### src/rtl/acc_pkg.sv
// -----------------------------------------------------------------------------
// acc_pkg
// Shared constants, types and arithmetic helpers for the block accumulator.
//   - DEF_* : default geometry (sample width, lanes, block length, shift)
//   - out_state_e : output register occupancy (EMPTY / FULL)
//   - acc_width() : accumulator width that cannot overflow over one block
//   - sat_shift() : arithmetic right shift followed by saturation to data_w,
//                   returned as {sat_flag, result sign-extended to MAX_ACC_W}
// -----------------------------------------------------------------------------
package acc_pkg;

    localparam int DEF_DATA_W = 16;
    localparam int DEF_N_CH   = 4;
    localparam int DEF_LEN    = 8;
    localparam int DEF_SHIFT  = 3;

    // Widest accumulator the helper functions operate on.
    localparam int MAX_ACC_W  = 64;

    typedef enum logic {
        OUT_EMPTY = 1'b0,
        OUT_FULL  = 1'b1
    } out_state_e;

    // One extra bit beyond the block growth keeps the sign of LEN full-scale
    // negative samples representable.
    function automatic int acc_width(input int data_w, input int len);
        return data_w + $clog2(len) + 1;
    endfunction

    // Floor-shift (no rounding) then clip to the signed data_w range.
    function automatic logic [MAX_ACC_W:0] sat_shift(
        input logic signed [MAX_ACC_W-1:0] sum,
        input int                          shift,
        input int                          data_w
    );
        logic signed [MAX_ACC_W-1:0] shifted;
        logic signed [MAX_ACC_W-1:0] max_v;
        logic signed [MAX_ACC_W-1:0] min_v;
        logic        [MAX_ACC_W:0]   res;
        shifted = sum >>> shift;
        max_v   = (64'sd1 <<< (data_w - 1)) - 64'sd1;
        min_v   = -(64'sd1 <<< (data_w - 1));
        if (shifted > max_v) begin
            res = {1'b1, max_v};
        end else if (shifted < min_v) begin
            res = {1'b1, min_v};
        end else begin
            res = {1'b0, shifted};
        end
        return res;
    endfunction

endpackage

### src/rtl/acc_lane.sv
// -----------------------------------------------------------------------------
// acc_lane
// One accumulation lane: running sum register plus the scaled, saturated
// result register that feeds the shared output stage.
// Ports:
//   clk, rst      : clock, asynchronous active-high reset
//   clear         : synchronous abort of the partial block (zeroes the sum)
//   xfer          : a sample is consumed this cycle
//   blk_end       : the consumed sample completes the block
//   in_sample     : signed sample for this lane
//   out_data      : held scaled/saturated block result
//   out_sat       : result was clipped
// -----------------------------------------------------------------------------
module acc_lane
    import acc_pkg::*;
#(
    parameter int DATA_W = DEF_DATA_W,
    parameter int LEN    = DEF_LEN,
    parameter int SHIFT  = DEF_SHIFT
) (
    input  logic              clk,
    input  logic              rst,
    input  logic              clear,
    input  logic              xfer,
    input  logic              blk_end,
    input  logic [DATA_W-1:0] in_sample,
    output logic [DATA_W-1:0] out_data,
    output logic              out_sat
);

    localparam int ACC_W = acc_width(DATA_W, LEN);

    logic signed [ACC_W-1:0]     acc_q;
    logic signed [ACC_W-1:0]     acc_d;
    logic signed [ACC_W-1:0]     sample_ext_s;
    logic signed [ACC_W-1:0]     sum_s;
    logic signed [MAX_ACC_W-1:0] sum_wide_s;
    logic        [MAX_ACC_W:0]   sat_full_s;
    logic        [DATA_W-1:0]    res_s;
    logic                        flag_s;
    logic                        unused_hi_s;
    logic        [DATA_W-1:0]    out_data_q;
    logic        [DATA_W-1:0]    out_data_d;
    logic                        out_sat_q;
    logic                        out_sat_d;

    assign sample_ext_s = ACC_W'($signed(in_sample));
    assign sum_s        = acc_q + sample_ext_s;
    assign sum_wide_s   = MAX_ACC_W'(sum_s);
    assign sat_full_s   = sat_shift(sum_wide_s, SHIFT, DATA_W);
    assign res_s        = sat_full_s[DATA_W-1:0];
    assign flag_s       = sat_full_s[MAX_ACC_W];
    // Upper bits are pure sign extension of an in-range value.
    assign unused_hi_s  = ^sat_full_s[MAX_ACC_W-1:DATA_W];

    // Next accumulator value: abort, restart at block end, or add the sample.
    always_comb begin
        acc_d = acc_q;
        if (clear) begin
            acc_d = {ACC_W{1'b0}};
        end else if (blk_end) begin
            acc_d = {ACC_W{1'b0}};
        end else if (xfer) begin
            acc_d = sum_s;
        end else begin
            acc_d = acc_q;
        end
    end

    // Result register captures the final sum (including the last sample).
    always_comb begin
        out_data_d = out_data_q;
        out_sat_d  = out_sat_q;
        if (blk_end) begin
            out_data_d = res_s;
            out_sat_d  = flag_s;
        end else begin
            out_data_d = out_data_q;
            out_sat_d  = out_sat_q;
        end
    end

    // Lane state registers.
    always_ff @(posedge clk or posedge rst) begin
        if (rst) begin
            acc_q      <= {ACC_W{1'b0}};
            out_data_q <= {DATA_W{1'b0}};
            out_sat_q  <= 1'b0;
        end else begin
            acc_q      <= acc_d;
            out_data_q <= out_data_d;
            out_sat_q  <= out_sat_d;
        end
    end

    assign out_data = out_data_q;
    assign out_sat  = out_sat_q;

endmodule

### src/rtl/block_accumulator.sv
// -----------------------------------------------------------------------------
// block_accumulator
// Multi-lane accumulate-and-dump: sums LEN accepted samples per lane, scales
// by an arithmetic right shift of SHIFT, saturates to DATA_W and offers the
// result through a one-entry valid/ready register, then restarts.
// Ports:
//   clk, rst   : clock, asynchronous active-high reset
//   clear      : synchronous abort of the partial block
//   in_valid   : sample vector valid       in_ready : sample can be taken
//   in_data    : lane i at [i*DATA_W +: DATA_W], signed
//   out_valid  : result held               out_ready: consumer takes result
//   out_data   : per-lane result           out_sat  : per-lane clip flag
//   blk_cnt    : samples accumulated in the current block
// -----------------------------------------------------------------------------
module block_accumulator
    import acc_pkg::*;
#(
    parameter int DATA_W = DEF_DATA_W,
    parameter int N_CH   = DEF_N_CH,
    parameter int LEN    = DEF_LEN,
    parameter int SHIFT  = DEF_SHIFT
) (
    input  logic                     clk,
    input  logic                     rst,
    input  logic                     clear,
    input  logic                     in_valid,
    output logic                     in_ready,
    input  logic [N_CH*DATA_W-1:0]   in_data,
    output logic                     out_valid,
    input  logic                     out_ready,
    output logic [N_CH*DATA_W-1:0]   out_data,
    output logic [N_CH-1:0]          out_sat,
    output logic [$clog2(LEN+1)-1:0] blk_cnt
);

    localparam int               CNT_W    = $clog2(LEN + 1);
    localparam logic [CNT_W-1:0] LAST_CNT = CNT_W'(LEN - 1);

    logic [CNT_W-1:0] blk_cnt_q;
    logic [CNT_W-1:0] blk_cnt_d;
    out_state_e       state_q;
    out_state_e       state_d;
    logic             last_s;
    logic             in_ready_s;
    logic             xfer_s;
    logic             blk_end_s;

    assign last_s = (blk_cnt_q == LAST_CNT);

    // Only the block-completing sample can be blocked by a full, undrained
    // output register; a drain on the same edge frees the slot in time.
    assign in_ready_s = !clear && !(last_s && (state_q == OUT_FULL) && !out_ready);
    assign xfer_s     = in_valid && in_ready_s;
    assign blk_end_s  = xfer_s && last_s;

    // Sample counter within the current block.
    always_comb begin
        blk_cnt_d = blk_cnt_q;
        if (clear) begin
            blk_cnt_d = {CNT_W{1'b0}};
        end else if (blk_end_s) begin
            blk_cnt_d = {CNT_W{1'b0}};
        end else if (xfer_s) begin
            blk_cnt_d = blk_cnt_q + CNT_W'(1);
        end else begin
            blk_cnt_d = blk_cnt_q;
        end
    end

    // Output register occupancy; drain and refill on one edge stays FULL.
    always_comb begin
        state_d = state_q;
        case (state_q)
            OUT_EMPTY: begin
                if (blk_end_s) begin
                    state_d = OUT_FULL;
                end else begin
                    state_d = OUT_EMPTY;
                end
            end
            OUT_FULL: begin
                if (out_ready) begin
                    if (blk_end_s) begin
                        state_d = OUT_FULL;
                    end else begin
                        state_d = OUT_EMPTY;
                    end
                end else begin
                    state_d = OUT_FULL;
                end
            end
            default: begin
                state_d = OUT_EMPTY;
            end
        endcase
    end

    // Control registers.
    always_ff @(posedge clk or posedge rst) begin
        if (rst) begin
            blk_cnt_q <= {CNT_W{1'b0}};
            state_q   <= OUT_EMPTY;
        end else begin
            blk_cnt_q <= blk_cnt_d;
            state_q   <= state_d;
        end
    end

    genvar g;
    generate
        for (g = 0; g < N_CH; g++) begin : g_lane
            acc_lane #(
                .DATA_W (DATA_W),
                .LEN    (LEN),
                .SHIFT  (SHIFT)
            ) u_lane (
                .clk       (clk),
                .rst       (rst),
                .clear     (clear),
                .xfer      (xfer_s),
                .blk_end   (blk_end_s),
                .in_sample (in_data[g*DATA_W +: DATA_W]),
                .out_data  (out_data[g*DATA_W +: DATA_W]),
                .out_sat   (out_sat[g])
            );
        end
    endgenerate

    assign in_ready  = in_ready_s;
    assign out_valid = (state_q == OUT_FULL);
    assign blk_cnt   = blk_cnt_q;

endmodule

### config.mk
export PLATFORM = sky130hd
export DESIGN_NAME = block_accumulator
export DESIGN_NICKNAME = d
export VERILOG_FILES = /design/src/rtl/acc_pkg.sv /design/src/rtl/acc_lane.sv /design/src/rtl/block_accumulator.sv
export SDC_FILE = /design/constraint.sdc
export NUM_CORES = 1
export LEC_CHECK = 0
export ABC_AREA = 1
export CORE_MARGIN = 1.5
export CORE_UTILIZATION = 37
export CTS_BUF_LIST = sky130_fd_sc_hd__clkbuf_8 sky130_fd_sc_hd__clkbuf_16
export DETAILED_ROUTE_END_ITERATION = 10
export PLACE_DENSITY_LB_ADDON = 0.15
export SETUP_SLACK_MARGIN = 0.15
export SLEW_MARGIN = 15
export SYNTH_ARGS = -nofsm -noshare
export SYNTH_HDL_FRONTEND = slang
export SYNTH_SLANG_ARGS = --single-unit
### constraint.sdc
create_clock -name clk -period 4.7 [get_ports clk]
set_input_delay 0.47 -clock clk [delete_from_list [all_inputs] [get_ports clk]]
set_output_delay 0.47 -clock clk [all_outputs]
set_load 0.02 [all_outputs]
==> summary.txt <==
Most common cell after layout, fill and taps aside - nand2_1
PostCTS Resize Cnt - 0
Initial Utilization - 0.376
Die W - 177 um
Crit-path max FO - 5
Area share of the largest cell type after synthesis - 0.343
Crit path buf inv count - 1
Global Route met2 Usage - 0.340
Post-Synth XOR/XNOR Area - 0.0447
CP max stage cell - clkdlybuf4s50_1
Clock Path Buffers - 2
Post-route cell area - 13500 um2
DP Worst Slack - 1.73 ns
Commonest non-fill, non-tap cells in the layout - nand2_1 (598), dfrtp_1 (153), clkdlybuf4s50_1 (142)
Clock Latency Late Sink - 0.44 ns
Area leader, netlist - dfrtp_1
Final nets - 1827
Routed vias/inst - 4.89
Total gr overflow - 0
Synthesis-stage register bit count - 153
Synth Area in Simple Gates - 0.350
Sum Neg Setup Slack - 0 ns
DR vias - 10200
CTS tree - built
Worst IR Drop VDD - 0.267 mV
Crit path cell chain - ha_1 -> nand2_1 -> nor2_2 -> a21oi_2 -> clkdlybuf4s50_1
Layout cells sized above 1 - 0.0758
Buffers on Ports - 142
First-pass GRT wire length - 50.9 mm
LEAKAGE - 7.19 nW
Status - finished clean
Normalized max-slew margin - 0.237
Routed len/inst - 14.7 um
Synth unique cells - 43
GP Congestion - 0.865
Rows - 63
Setup ws final - 2.16 ns
PwrDens - 404 nW/um2
Cell Area, Placed - 12900 um2
Post-DP HPWL - 21.3 mm
Adder-cell area share of the yosys netlist - 0.0935
Final setup vio count - 0
Largest net degree at the start of global routing - 154
Delay-heaviest family, CP - buffers and inverters
Clock H-tree levels - 4
Unrepaired setup endpoints after global routing - false
M3 GR Usage - 0.0294
Diode count - 0
Fin. Hold Viols - 0
DRT Pass-1 Iters - 5
Mapped Avg Cell Area - 7.16 um2
Startpoint types - register
Final WL - 30.7 mm
Fmax - 0.393 GHz
Final min period - 2.54 ns
Initial antenna violation count - 0
Final routed DRC violation total - 0
Post-Syn Area - 11200 um2
Hold Path Class - reg2reg
CTS Hold Bufs - 0
Ranking of synthesized cells by area - dfrtp_1 (34%), nand2_1 (20%), ha_1 (8.6%), nand3_1 (5.8%), inv_1 (4.0%)
Largest family of logic cells by synthesized area - simple AND/OR/NAND/NOR gates
Fraction of synthesized area in multiplexers - 0
CP required - 4.23 ns
Final Max Tran Viols - 0
Crit Path Category - reg2out
Critical path's largest stage delay - 0.62 ns
Ports - 143
Max Cap Viol - 0
Synth Instances - 1559
Worst Tran Pin Value - 1.14 ns
Setup bufs post-CTS - 0
Hold WS - 0.478 ns
Root buffer cell - clkbuf_16
Die ar. - 31200 um2
Mapped Nets - 1709
Vias in the first global route - 10100
Compound-Gate Fraction of Synth Area - 0.0951
Sequential fraction of the synthesis area - 0.343
Yosys warns - 0
CTS Sinks - 153
Worst Skew - 0.00914 ns
CP arrival - 2.07 ns
ANT nets after route - 0
Clock slew at reported path FFs - 0.06 ns
Core area - 29600 um2
Area of the multi-input gates - 6510 um2
Busiest grt layer - met2
Final worst-path cycle share - 0.541
Die Y - 177 um
Layout area overhead - 20.7%
Met1 usage - 0.279
Crit. End Element - output pin
Reg area - 3830 um2
Total track usage - 0.203
Num CTS Buffers - 17
Fill cells - 3105
Iteration-0 DRC Markers - 530
-- worst paths after layout --
path,start,endpoint,slack (ns),depth (start not counted)
setup / recovery,blk_cnt[0],in_ready,2.16,5
hold / removal,g_lane[3].u_lane.out_data[8],g_lane[3].u_lane.out_data[8],0.48,2
setup reg to reg,blk_cnt[0],g_lane[2].u_lane.out_data[14],2.19,11
hold reg to reg,g_lane[3].u_lane.out_data[8],g_lane[3].u_lane.out_data[8],0.48,2
max in group asynchronous,rst,g_lane[2].u_lane.acc_q[16],3.43,3
min in group asynchronous,rst,g_lane[3].u_lane.out_data[9],0.65,3
-- registers in the layout, summed over array words and instances, names as in the netlist --
signal / count
g_lane.u_lane.out_data: 64
out_valid: 1
g_lane.u_lane.out_sat: 4
g_lane.u_lane.acc_q: 80
blk_cnt: 4
-- synthesized netlist by cell type, drive strengths merged --
library cell  count
a31oi             1
buf              29
dfrtp           153
nor4              1
ha               77
nand3           142
o21bai           15
nand3b            4
or2               3
xnor2            20
and2              5
clkbuf           21
a21boi            1
o21a              1
nor3              4
a32o             26
inv             143
nand2           617
nor2            102
nand4            23
clkinv            1
xor2             37
a21oi            80
o21ai            48
fa                4
a21o              1
-- report_power, final --
group	total, mW	switching, mW	internal (mW)
combinational	2.37	1.53	0.846
clock	1.48	0.607	0.876
sequential	1.58	0.100	1.48
-- worst min-delay path: stages, from the launching register on --
cell,delay [ns]
dfrtp_1,0.34
nand2_1,0.05
nand2_1,0.05
-- through the flow --
stage,util,total power [mW],cells
floorplan,-,3.44,1559
CTS,0.454,5.47,2079
global route,0.454,5.88,2079
finish,0.454,5.44,2079
global placement,0.434,3.96,2048
detailed placement,0.434,3.96,2048
-- metal layers --
layer / share of wire / up-vias
met5: 0 / -
met4: 0.0093 / 0
met3: 0.034 / 20
met2: 0.46 / 172
met1: 0.49 / 4690
li1: - / 5276
-- area by class of cell --
type,instances,area share
tap,390,0.0362
multi-input combinational,1212,0.483
clock inverter,11,0.0107
timing repair buffer,149,0.110
inverter,144,0.0404
clock buffer,20,0.0347
sequential,153,0.284
-- cell families (layout without fill, tap and decap cells) --
family / after synthesis / count (layout)
buffers and inverters: 194 / 324
AND/OR/NAND/NOR: 901 / 901
XOR/XNOR: 57 / 57
adder cells (fa/ha/maj): 81 / 81
AO/OA/AOI/OAI: 173 / 173
flip-flops: 153 / 153
Note: power is estimated with default switching activity, not from simulation.
